[config.mk]
export PLATFORM = sky130hd
export DESIGN_NAME = sm_be_event_arbiter
export DESIGN_NICKNAME = d
export VERILOG_FILES = /design/src/rtl/sm_be_pkg.sv /design/src/rtl/sm_be_evt_fifo.sv /design/src/rtl/sm_be_event_arbiter.sv
export SDC_FILE = /design/constraint.sdc
export NUM_CORES = 1
export LEC_CHECK = 0
export ABC_CLOCK_PERIOD_IN_PS = 6300
export BUFFER_PORTS_ARGS = -buffer_cell sky130_fd_sc_hd__buf_2
export CORE_ASPECT_RATIO = 0.9
export CORE_MARGIN = 2
export CORE_UTILIZATION = 34
export DETAILED_ROUTE_END_ITERATION = 10
export SLEW_MARGIN = 40
export SYNTH_ARGS = -nofsm -noshare
export SYNTH_HDL_FRONTEND = slang
export SYNTH_SLANG_ARGS = --single-unit
[constraint.sdc]
create_clock -name clk -period 6.3 [get_ports clk]
set_input_delay 1.26 -clock clk [delete_from_list [all_inputs] [get_ports clk]]
set_output_delay 1.26 -clock clk [all_outputs]
set_load 0.01 [all_outputs]
[src/rtl/sm_be_pkg.sv]
// Shared types and width helpers for the surveillance-module BE event path.
// Latency: n/a (types and constant functions only).
// Backpressure: n/a.
package sm_be_pkg;

    // Bit width needed to index n items; never less than one bit.
    function automatic int sm_be_width(input int n);
        return (n <= 2) ? 1 : $clog2(n);
    endfunction

    // Default system geometry used by the BE extractors.
    localparam int SM_BE_NUM_PORTS = 4;
    localparam int SM_BE_NUM_TILES = 9;
    localparam int SM_BE_PORT_W    = sm_be_width(SM_BE_NUM_PORTS);
    localparam int SM_BE_TILE_W    = sm_be_width(SM_BE_NUM_TILES);

    // One destination event as reported on the surveillance channel.
    typedef struct packed {
        logic [SM_BE_PORT_W-1:0] port;
        logic [SM_BE_TILE_W-1:0] dest;
    } sm_be_evt_t;

endpackage

[src/rtl/sm_be_evt_fifo.sv]
// Single-clock FIFO of destination entries, one per monitored port.
// Latency: a pushed entry is visible at dout the cycle after the push edge.
// Backpressure: push is ignored when full unless a pop happens in the same cycle.
module sm_be_evt_fifo
    import sm_be_pkg::*;
#(
    parameter int DEPTH = 4,
    parameter int WIDTH = 4
) (
    input  logic             clk,
    input  logic             rst,
    input  logic             push,
    input  logic [WIDTH-1:0] din,
    input  logic             pop,
    output logic [WIDTH-1:0] dout,
    output logic             full,
    output logic             empty
);

    localparam int AW = $clog2(DEPTH);

    logic [WIDTH-1:0] mem [DEPTH];
    logic [AW:0]      wr_ptr;
    logic [AW:0]      rd_ptr;
    logic             do_push;
    logic             do_pop;

    // Extra pointer MSB separates full (MSBs differ) from empty (equal).
    assign empty   = (wr_ptr == rd_ptr);
    assign full    = (wr_ptr[AW] != rd_ptr[AW]) && (wr_ptr[AW-1:0] == rd_ptr[AW-1:0]);
    assign do_pop  = pop && !empty;
    assign do_push = push && (!full || do_pop);
    assign dout    = mem[rd_ptr[AW-1:0]];

    // Pointer update; pointers wrap naturally at 2*DEPTH.
    always_ff @(posedge clk) begin
        if (rst) begin
            wr_ptr <= '0;
            rd_ptr <= '0;
        end else begin
            if (do_push) wr_ptr <= wr_ptr + 1'b1;
            if (do_pop)  rd_ptr <= rd_ptr + 1'b1;
        end
    end

    // Storage write; contents need no reset since pointers gate visibility.
    always_ff @(posedge clk) begin
        if (do_push) mem[wr_ptr[AW-1:0]] <= din;
    end

endmodule

[src/rtl/sm_be_event_arbiter.sv]
// Buffers per-port BE destination events and round-robins them onto one channel.
// Latency: 2 cycles from in_valid pulse to earliest out_valid; registered output.
// Backpressure: inputs cannot stall; full FIFOs drop (overflow + drop_count), output holds until ready.
module sm_be_event_arbiter
    import sm_be_pkg::*;
#(
    parameter  int NUM_PORTS  = 4,
    parameter  int NUM_TILES  = 9,
    parameter  int FIFO_DEPTH = 4,
    parameter  int CNT_WIDTH  = 16,
    localparam int TILE_WIDTH = sm_be_width(NUM_TILES),
    localparam int PORT_WIDTH = sm_be_width(NUM_PORTS)
) (
    input  logic                             clk,
    input  logic                             rst,
    input  logic [NUM_PORTS-1:0]             in_valid,
    input  logic [NUM_PORTS*TILE_WIDTH-1:0]  in_dest,
    output logic                             out_valid,
    input  logic                             out_ready,
    output logic [PORT_WIDTH-1:0]            out_port,
    output logic [TILE_WIDTH-1:0]            out_dest,
    output logic [NUM_PORTS-1:0]             overflow,
    output logic [NUM_PORTS-1:0]             dest_err,
    input  logic                             err_clr,
    output logic [CNT_WIDTH-1:0]             drop_count
);

    localparam logic [TILE_WIDTH:0] TILE_LIMIT = (TILE_WIDTH+1)'(NUM_TILES);
    localparam int                  SUM_W      = CNT_WIDTH + PORT_WIDTH + 1;

    logic [NUM_PORTS-1:0]  fifo_empty;
    logic [NUM_PORTS-1:0]  fifo_full;
    logic [TILE_WIDTH-1:0] fifo_head [NUM_PORTS];
    logic [NUM_PORTS-1:0]  push;
    logic [NUM_PORTS-1:0]  pop;
    logic [NUM_PORTS-1:0]  drop;
    logic [NUM_PORTS-1:0]  bad_dest;

    logic [PORT_WIDTH-1:0] rr_ptr;
    logic                  gnt_found;
    logic [PORT_WIDTH-1:0] gnt_port;
    logic [TILE_WIDTH-1:0] gnt_dest;
    logic                  load;

    logic [PORT_WIDTH:0]   n_drops;
    logic [SUM_W-1:0]      cnt_sum;
    logic [CNT_WIDTH-1:0]  cnt_next;

    // Per-port capture: range check, push, and drop detection.
    // A full FIFO that is popped this cycle still accepts the push.
    for (genvar p = 0; p < NUM_PORTS; p++) begin : g_port
        logic [TILE_WIDTH-1:0] dest_p;

        assign dest_p      = in_dest[p*TILE_WIDTH +: TILE_WIDTH];
        assign bad_dest[p] = in_valid[p] && ({1'b0, dest_p} >= TILE_LIMIT);
        assign push[p]     = in_valid[p] && !bad_dest[p];
        assign pop[p]      = load && (gnt_port == PORT_WIDTH'(p));
        assign drop[p]     = push[p] && fifo_full[p] && !pop[p];

        sm_be_evt_fifo #(
            .DEPTH (FIFO_DEPTH),
            .WIDTH (TILE_WIDTH)
        ) u_fifo (
            .clk   (clk),
            .rst   (rst),
            .push  (push[p]),
            .din   (dest_p),
            .pop   (pop[p]),
            .dout  (fifo_head[p]),
            .full  (fifo_full[p]),
            .empty (fifo_empty[p])
        );
    end

    // Round-robin grant: nearest non-empty port after rr_ptr wins.
    // Scanning from farthest to nearest lets the last hit be the winner.
    always_comb begin
        int idx;
        idx       = 0;
        gnt_found = 1'b0;
        gnt_port  = '0;
        gnt_dest  = '0;
        for (int off = NUM_PORTS; off >= 1; off--) begin
            idx = int'(rr_ptr) + off;
            if (idx >= NUM_PORTS) idx = idx - NUM_PORTS;
            if (!fifo_empty[idx]) begin
                gnt_found = 1'b1;
                gnt_port  = PORT_WIDTH'(idx);
                gnt_dest  = fifo_head[idx];
            end
        end
    end

    assign load = gnt_found && (!out_valid || out_ready);

    // Saturating drop total; several ports may drop in one cycle.
    always_comb begin
        n_drops = '0;
        for (int p = 0; p < NUM_PORTS; p++) begin
            n_drops = n_drops + (PORT_WIDTH+1)'(drop[p]);
        end
        cnt_sum  = SUM_W'(drop_count) + SUM_W'(n_drops);
        cnt_next = (cnt_sum > SUM_W'({CNT_WIDTH{1'b1}})) ? '1 : cnt_sum[CNT_WIDTH-1:0];
    end

    // Output slot and round-robin pointer; slot holds steady while stalled.
    always_ff @(posedge clk) begin
        if (rst) begin
            out_valid <= 1'b0;
            out_port  <= '0;
            out_dest  <= '0;
            rr_ptr    <= PORT_WIDTH'(NUM_PORTS - 1);
        end else if (load) begin
            out_valid <= 1'b1;
            out_port  <= gnt_port;
            out_dest  <= gnt_dest;
            rr_ptr    <= gnt_port;
        end else if (out_ready) begin
            out_valid <= 1'b0;
        end
    end

    // Sticky error flags (a new error beats err_clr) and drop counter.
    always_ff @(posedge clk) begin
        if (rst) begin
            overflow   <= '0;
            dest_err   <= '0;
            drop_count <= '0;
        end else begin
            overflow   <= (overflow & ~{NUM_PORTS{err_clr}}) | drop;
            dest_err   <= (dest_err & ~{NUM_PORTS{err_clr}}) | bad_dest;
            drop_count <= cnt_next;
        end
    end

endmodule

---- Yosys cells after proc, flatten, opt, wreduce, memory -nomap -nowiden ----
Memory sizes are Yosys's and may differ from the RTL's. A register that Yosys moved wholly into a read port is not among the register bits.
Cells that the tools add are included.
storage, ports and cells
  flip-flop bits (word level) ............. 57
  bits in writable memories ............... 64
  input bits .............................. 24
  output and inout port bits .............. 31
  word-level logic and storage cells ...... 196
  memories kept ........................... 4
cells by class
  add/subtract/negate cells ............... 20
  magnitude comparators ................... 17
  equality and inequality tests ........... 15
  mux-type cells .......................... 59
  bitwise operators ....................... 9
  reductions and logical operators ........ 57
memories
  name                  words  width  rd ports  clocked after Yosys merged registers in  write ports  line                  source
  g_port[0].u_fifo.mem  4      4      1         1                                        1            sm_be_evt_fifo.sv:22  logic [WIDTH-1:0] mem [DEPTH];
  g_port[1].u_fifo.mem  4      4      1         1                                        1            sm_be_evt_fifo.sv:22
  g_port[2].u_fifo.mem  4      4      1         1                                        1            sm_be_evt_fifo.sv:22
  g_port[3].u_fifo.mem  4      4      1         1                                        1            sm_be_evt_fifo.sv:22
operators by type and width
  kind                                                                           count
  32-bit by 3-bit >= comparator with 1-bit output, second input constant         4
  32-bit by 4-bit less-than comparator with 1-bit output, second input constant  4
  32-bit two-way mux                                                             4
  32-bit NOT                                                                     4
  4-bit two-way mux                                                              12
  1-bit logical AND                                                              33
  4-bit binary-select mux with 2-bit select                                      4
  3-bit by 1-bit adder with 3-bit output, second input constant                  8
  2-bit two-way mux                                                              12
  1-bit two-way mux                                                              22
  16-bit by 3-bit adder with 17-bit output                                       1
  17-bit by 16-bit > comparator with 1-bit output, second input constant         1
  1-bit logical NOT                                                              17
  4-bit >= comparator, second input constant                                     4
  16-bit two-way mux                                                             1
  3-bit equality test                                                            4
  3-bit by 3-bit subtractor with 4-bit output, second input constant             3
  3-bit >= comparator, second input constant                                     3
  4-bit bitwise AND                                                              2
  1-bit binary-select mux with 2-bit select                                      4
  2-bit equality test                                                            4
  4-bit OR                                                                       2
  2-bit by 2-bit adder with 3-bit output, second input constant                  2
  1-bit logical OR                                                               5
  13 further kinds                                                               17

---- Depth between registers and ports, before layout ----
  depth in word-level cells ............... 20
  depth in mapped cells ................... 18
  mapped depth without buffers ............ 15

---- Modules after synthesis ----
Synthesis repeated with hierarchy kept, for this count alone.
unflattened totals
  cells, all modules ...................... 563
  area total of the unflattened synthesis .. 6,667.6 µm²
modules (own cells, without submodules)
  module               instances  cells an instance  area an instance (µm²)  seq. area each (µm²)
  sm_be_evt_fifo       4          75                 1,113.6                 640.6
  sm_be_event_arbiter  1          263                2,213.4                 660.6

---- Worst setup path after synthesis ----
OpenSTA, ideal clock, no wires.
  path type ............................... reg-to-reg
  start point ............................. reg g_port[0].u_fifo.wr_ptr[1]
  end point ............................... reg drop_count[10]
  setup time .............................. 0.133 ns
  arrival ................................. 4.508 ns
  required time ........................... 6.167 ns
  setup slack ............................. 1.659 ns
  stages on the path, launching flop included .. 18
  buffers on the path ..................... 2
  clock period less this slack ............ 4.641 ns
  path through ............................ dfxtp_1 > xor2_1 > or3_1 > clkbuf_1 > o41ai_2 > nor3_2 > a21oi_1 > nand2_1 > fa_1 > inv_1 > fa_1 > fa_1 > nand4_1 > nor2_1 > and4_1 > nand3_1 > clkbuf_1 > a21oi_1
on the way
  cells in the longest elaborated chain, start to end .. 18
  elaborated cells between the ends (all ways) .. 47
  those cells by class .................... add/sub (4); order compare (1); eq/ne (5); mux (21); reduce/logical (16)
RTL lines
  what                                                                    line                        source
  start, declared                                                         sm_be_evt_fifo.sv:23        logic [AW:0] wr_ptr;
  start signal, assigned                                                  sm_be_evt_fifo.sv:41        if (do_push) wr_ptr <= wr_ptr + 1'b1;
  3-bit equality test                                                     sm_be_evt_fifo.sv:29        assign empty = (wr_ptr == rd_ptr);
  1-bit binary-select mux with 2-bit select                               sm_be_event_arbiter.sv:86   if (!fifo_empty[idx]) begin
  1-bit two-way mux (not written as such) (2 in series)                   sm_be_event_arbiter.sv:86
  2-bit two-way mux or 1-bit two-way mux (tied branches) (4 in series)    sm_be_event_arbiter.sv:86
  2-bit by 1-bit equality test with 1-bit output (tied with other cells)  sm_be_event_arbiter.sv:57   assign pop[p] = load && (gnt_port == PORT_WIDTH'(p));
  1-bit logical AND                                                       sm_be_event_arbiter.sv:57
  1-bit logical NOT                                                       sm_be_event_arbiter.sv:58   assign drop[p] = push[p] && fifo_full[p] && !pop[p];
  1-bit logical AND                                                       sm_be_event_arbiter.sv:58
  1-bit by 1-bit adder with 2-bit output                                  sm_be_event_arbiter.sv:100  n_drops = n_drops + (PORT_WIDTH+1)'(drop[p]);
  2-bit by 1-bit adder with 3-bit output                                  sm_be_event_arbiter.sv:100
  3-bit by 1-bit adder with 3-bit output *                                sm_be_event_arbiter.sv:100
  16-bit by 3-bit adder with 17-bit output *                              sm_be_event_arbiter.sv:102  cnt_sum = SUM_W'(drop_count) + SUM_W'(n_drops);
  17-bit by 16-bit > comparator with 1-bit output                         sm_be_event_arbiter.sv:103  cnt_next = (cnt_sum > SUM_W'({CNT_WIDTH{1'b1}})) ? '1 : cnt_sum[CNT_WIDTH-1:0];
  16-bit two-way mux *                                                    sm_be_event_arbiter.sv:103
  end signal, assigned                                                    sm_be_event_arbiter.sv:132  drop_count <= cnt_next;
  end, declared                                                           sm_be_event_arbiter.sv:25   output logic [CNT_WIDTH-1:0] drop_count
Every way passes the cells marked *; elsewhere a longest branch is shown, timed or not. The select of a mux whose other input is x is not followed.
A chain may end at the register's enable or synchronous reset.

---- Worst setup path after layout ----
  start point ............................. reg g_port[1].u_fifo.wr_ptr[1]
  end point ............................... reg drop_count[13]
on the way
  cells in the longest elaborated chain, start to end .. 18
  elaborated cells between the ends (all ways) .. 47
  those cells by class .................... add/sub (4); order compare (1); eq/ne (5); mux (21); reduce/logical (16)
RTL lines
  what                                                                    line
  start, declared                                                         sm_be_evt_fifo.sv:23
  start signal, assigned                                                  sm_be_evt_fifo.sv:41
  3-bit equality test                                                     sm_be_evt_fifo.sv:29
  1-bit binary-select mux with 2-bit select                               sm_be_event_arbiter.sv:86
  1-bit two-way mux (not written as such) (2 in series)                   sm_be_event_arbiter.sv:86
  2-bit two-way mux or 1-bit two-way mux (tied branches) (4 in series)    sm_be_event_arbiter.sv:86
  2-bit by 1-bit equality test with 1-bit output (tied with other cells)  sm_be_event_arbiter.sv:57
  1-bit logical AND                                                       sm_be_event_arbiter.sv:57
  1-bit logical NOT                                                       sm_be_event_arbiter.sv:58
  1-bit logical AND                                                       sm_be_event_arbiter.sv:58
  1-bit by 1-bit adder with 2-bit output                                  sm_be_event_arbiter.sv:100
  2-bit by 1-bit adder with 3-bit output                                  sm_be_event_arbiter.sv:100
  3-bit by 1-bit adder with 3-bit output *                                sm_be_event_arbiter.sv:100
  16-bit by 3-bit adder with 17-bit output *                              sm_be_event_arbiter.sv:102
  17-bit by 16-bit > comparator with 1-bit output                         sm_be_event_arbiter.sv:103
  16-bit two-way mux *                                                    sm_be_event_arbiter.sv:103
Marked as above.

==> results.toml <==
[routing]
via_count = 4848
wl_per_cell_um = 17.8
drtAntennaViolNets = 0
first_iter_violations = 324
viasPerCell = 5.42
totalWireLength_mm = 15.9
drc_errors = 0
dr.pass1.iters = 5

[clock_network]
path_clk_slew_ns = 0.06
tritoncts = "built"
cts_resized = 0
clock_sinks = 129
cts_inserted_buffers = 17
htree_levels = 4
ctsLongestPathBuffers = 2
hold_buffers = 0
cts-root-buf = "clkbuf_16"
postCtsSetupBuffers = 0
insertion_delay_ns = 0.42

[setup_path]
cp.required_ns = 6.57
cp.depth = 15
critPathKind = "reg2reg"
worst_setup_path_end_kind = "flop"
cpMostUsedCell = "fa_1"
critPathBufInv = 1
crit_family = "simple AND/OR/NAND/NOR gates"
ff2ff_path_depth = 15
slowest_delay_ns = 0.77
cp-startpoint = "g_port[1].u_fifo.wr_ptr[1]"
arrival_ns = 5.65
worstSetupEndpoint = "drop_count[13]"
r2r_end = "drop_count[13]"
r2r_slack_ns = 0.92
start_kind = "flop"
crit_fanout = 14
r2r_start = "g_port[1].u_fifo.wr_ptr[1]"
crit_slowest_cell = "o41ai_2"
worstPathCellList = "xor2_1 -> or3_1 -> o41ai_2 -> nor3_2 -> a21oi_1 -> nand2_1 -> fa_1 -> inv_1 -> fa_1 -> fa_1 -> nand4_1 -> nor2_1 -> and4_1 -> nand3_1 -> a21oi_1"

[timing]
slew_violations = 0
setup_tns_ns = 0
clock_skew_ns = 0.00875
report.final.setup_viol = 0
fin_crit_sh_pct = 85.3
hold_violations = 0
slew-limit-headroom_pct = 49.8
tightest_slew_ns = 0.751
max_freq_ghz = 0.186
post-route-min-period_ns = 5.38
rsz0062_at_grt = "no"

[synth]
synth_area_leaders = "edfxtp_1 (30%), dfxtp_1 (20%), mux4_2 (7.3%), ha_1 (4.0%), a21oi_1 (3.5%)"
ys_async_sr_fraction_pct = 0
yosysMostFrequentCell = "dfxtp_1"
yosysWarnings = 0
yosysTopAreaCell = "edfxtp_1"
ys_ff_latch = 129
synth_top_cells_by_count = "dfxtp_1 (65), edfxtp_1 (64), a21oi_1 (45), nand2_1 (45), nor2_1 (37)"
seq_area_frac_synth_pct = 49.6
synthFlopType = "dfxtp_1"
synth_cell_types = 68
synth_top_area_share_pct = 29.6
synth_fp_nets = 630
synthesis.area_mm2 = 0.00649
synth_edf_count = 64
netlist_instances = 582
synth.avg_cell_area_um2 = 11.2

[layout]
fill_cells = 1819
antennaDiodeCount = 0
area_growth_pct = 16.6
drive_gt1_share_pct = 19.5
seq_area_mm2 = 0.00322
fin_nets = 685
multi_input_area_mm2 = 0.00308

[grt]
grt_max_degree = 66
grt_pass1_wl_mm = 25.1
grt_usage_pct = 16.1
first_global_vias = 4851
grt_overflow_total = 0
antenna_found_initial = 0

[pwr]
p_total_w = 0.00312
peakVddDrop_mv = 0.203
p_per_area_mw_per_mm2 = 412
power_leakage_nw = 2.86

[floorplan]
io_pins = 55
core-area_mm2 = 0.0186
initial_utilization_pct = 35.0
core.rowCount = 47
dieArea_mm2 = 0.0202
dieWidth_um = 150
die_y_um = 135

[min_path]
hp-class = "reg2reg"

[run]
max_cap_viol_count = 0

[placed_design]
dp_hpwl_mm = 11.4
portBuffers = 54
gp_congestion = 0.862

[status]
outcome = "complete, no violations"
tightest hold or removal path: cells and delay by family, from the launching register on:
kind               cells  cell delay [ns]
AOI/OAI and AO/OA      1             0.06
DFF                    1             0.30
and+or+nand+nor        1             0.06
flip-flops by register name, indices dropped and copies added, names as in the netlist, named ones only:
| register | flops |
|---|---|
| drop_count | 16 |
| dest_err | 4 |
| g_port.u_fifo.wr_ptr | 12 |
| overflow | 4 |
| g_port.u_fifo.mem | 64 |
| out_port | 2 |
| rr_ptr | 2 |
| out_dest | 4 |
| g_port.u_fifo.rd_ptr | 12 |
| out_valid | 1 |
report_power, final:
group | internal, W | switching (W)
Clock | 0.000539 | 0.000367
Combinational | 0.000425 | 0.000738
Sequential | 0.000964 | 0.0000879
Total | 0.00193 | 0.00119
layer usage:
layer / up-vias / global-route usage (%) / part of all wire (%)
li1: 2329 / - / -
met1: 2353 / 21.5 / 46
met2: 147 / 25.2 / 46
met3: 19 / 4.22 / 5.5
met4: 0 / 6.29 / 2.4
met5: - / 0 / 0
cell usage in the layout, fill, tap and decap left out, drive strengths merged, types with 11 or more instances in the layout:
master and instances:
inv 24, mux2 12, or3 11, o21ai 22
and2 15, a21oi 45, dfxtp 65, nand2 45
ha 21, nand3 16, mux4 21, edfxtp 64
clkbuf 18, buf 62, nor2 37, xor2 19
layout make-up:
| cell class | count | area share (%) |
|---|---|---|
| sequential | 129 | 42.6 |
| timing repair buffer | 62 | 4.36 |
| inverter | 23 | 1.14 |
| multi-input combinational | 404 | 40.7 |
| tap | 245 | 4.05 |
| clock inverter | 14 | 1.52 |
| clock buffer | 18 | 5.67 |
cells by family (layout without fill, tap and decap cells):
| kind of cell | Yosys count | in the layout | synth area share, % |
|---|---|---|---|
| AND/OR/NAND/NOR | 176 | 176 | 13.7 |
| AO/OA/AOI/OAI | 142 | 142 | 15.3 |
| flip-flops | 129 | 129 | 49.6 |
| buffers and inverters | 49 | 117 | 2.97 |
| multiplexers | 39 | 39 | 10.3 |
| adder cells (fa/ha/maj) | 24 | 24 | 4.97 |
| XOR/XNOR | 23 | 23 | 3.10 |
how the worst min path moves through the flow:
stage	startpoint	endpoint	slack (ns)	cells past startpoint
2_1_floorplan	g_port[0].u_fifo.rd_ptr[2]	g_port[0].u_fifo.rd_ptr[2]	0.46	2
3_3_place_gp	dest_err[2]	dest_err[2]	0.46	2
3_5_place_dp	dest_err[0]	dest_err[0]	0.46	2
4_1_cts	dest_err[0]	dest_err[0]	0.48	2
5_1_grt	overflow[1]	overflow[1]	0.49	2
6_report	dest_err[3]	dest_err[3]	0.47	2
through the flow:
step	area, um^2	hold slack (ns)	cells	utilization, %	setup WS, ns
2_1_floorplan	6490	0.463	582	-	1.66
3_3_place_gp	7030	0.459	863	37.8	1.22
3_5_place_dp	7030	0.464	863	37.8	0.988
4_1_cts	7570	0.475	895	40.8	0.948
5_1_grt	7570	0.492	895	40.8	0.512
6_report	7570	0.470	895	40.8	0.924
Note: power is estimated with default switching activity, not from simulation.
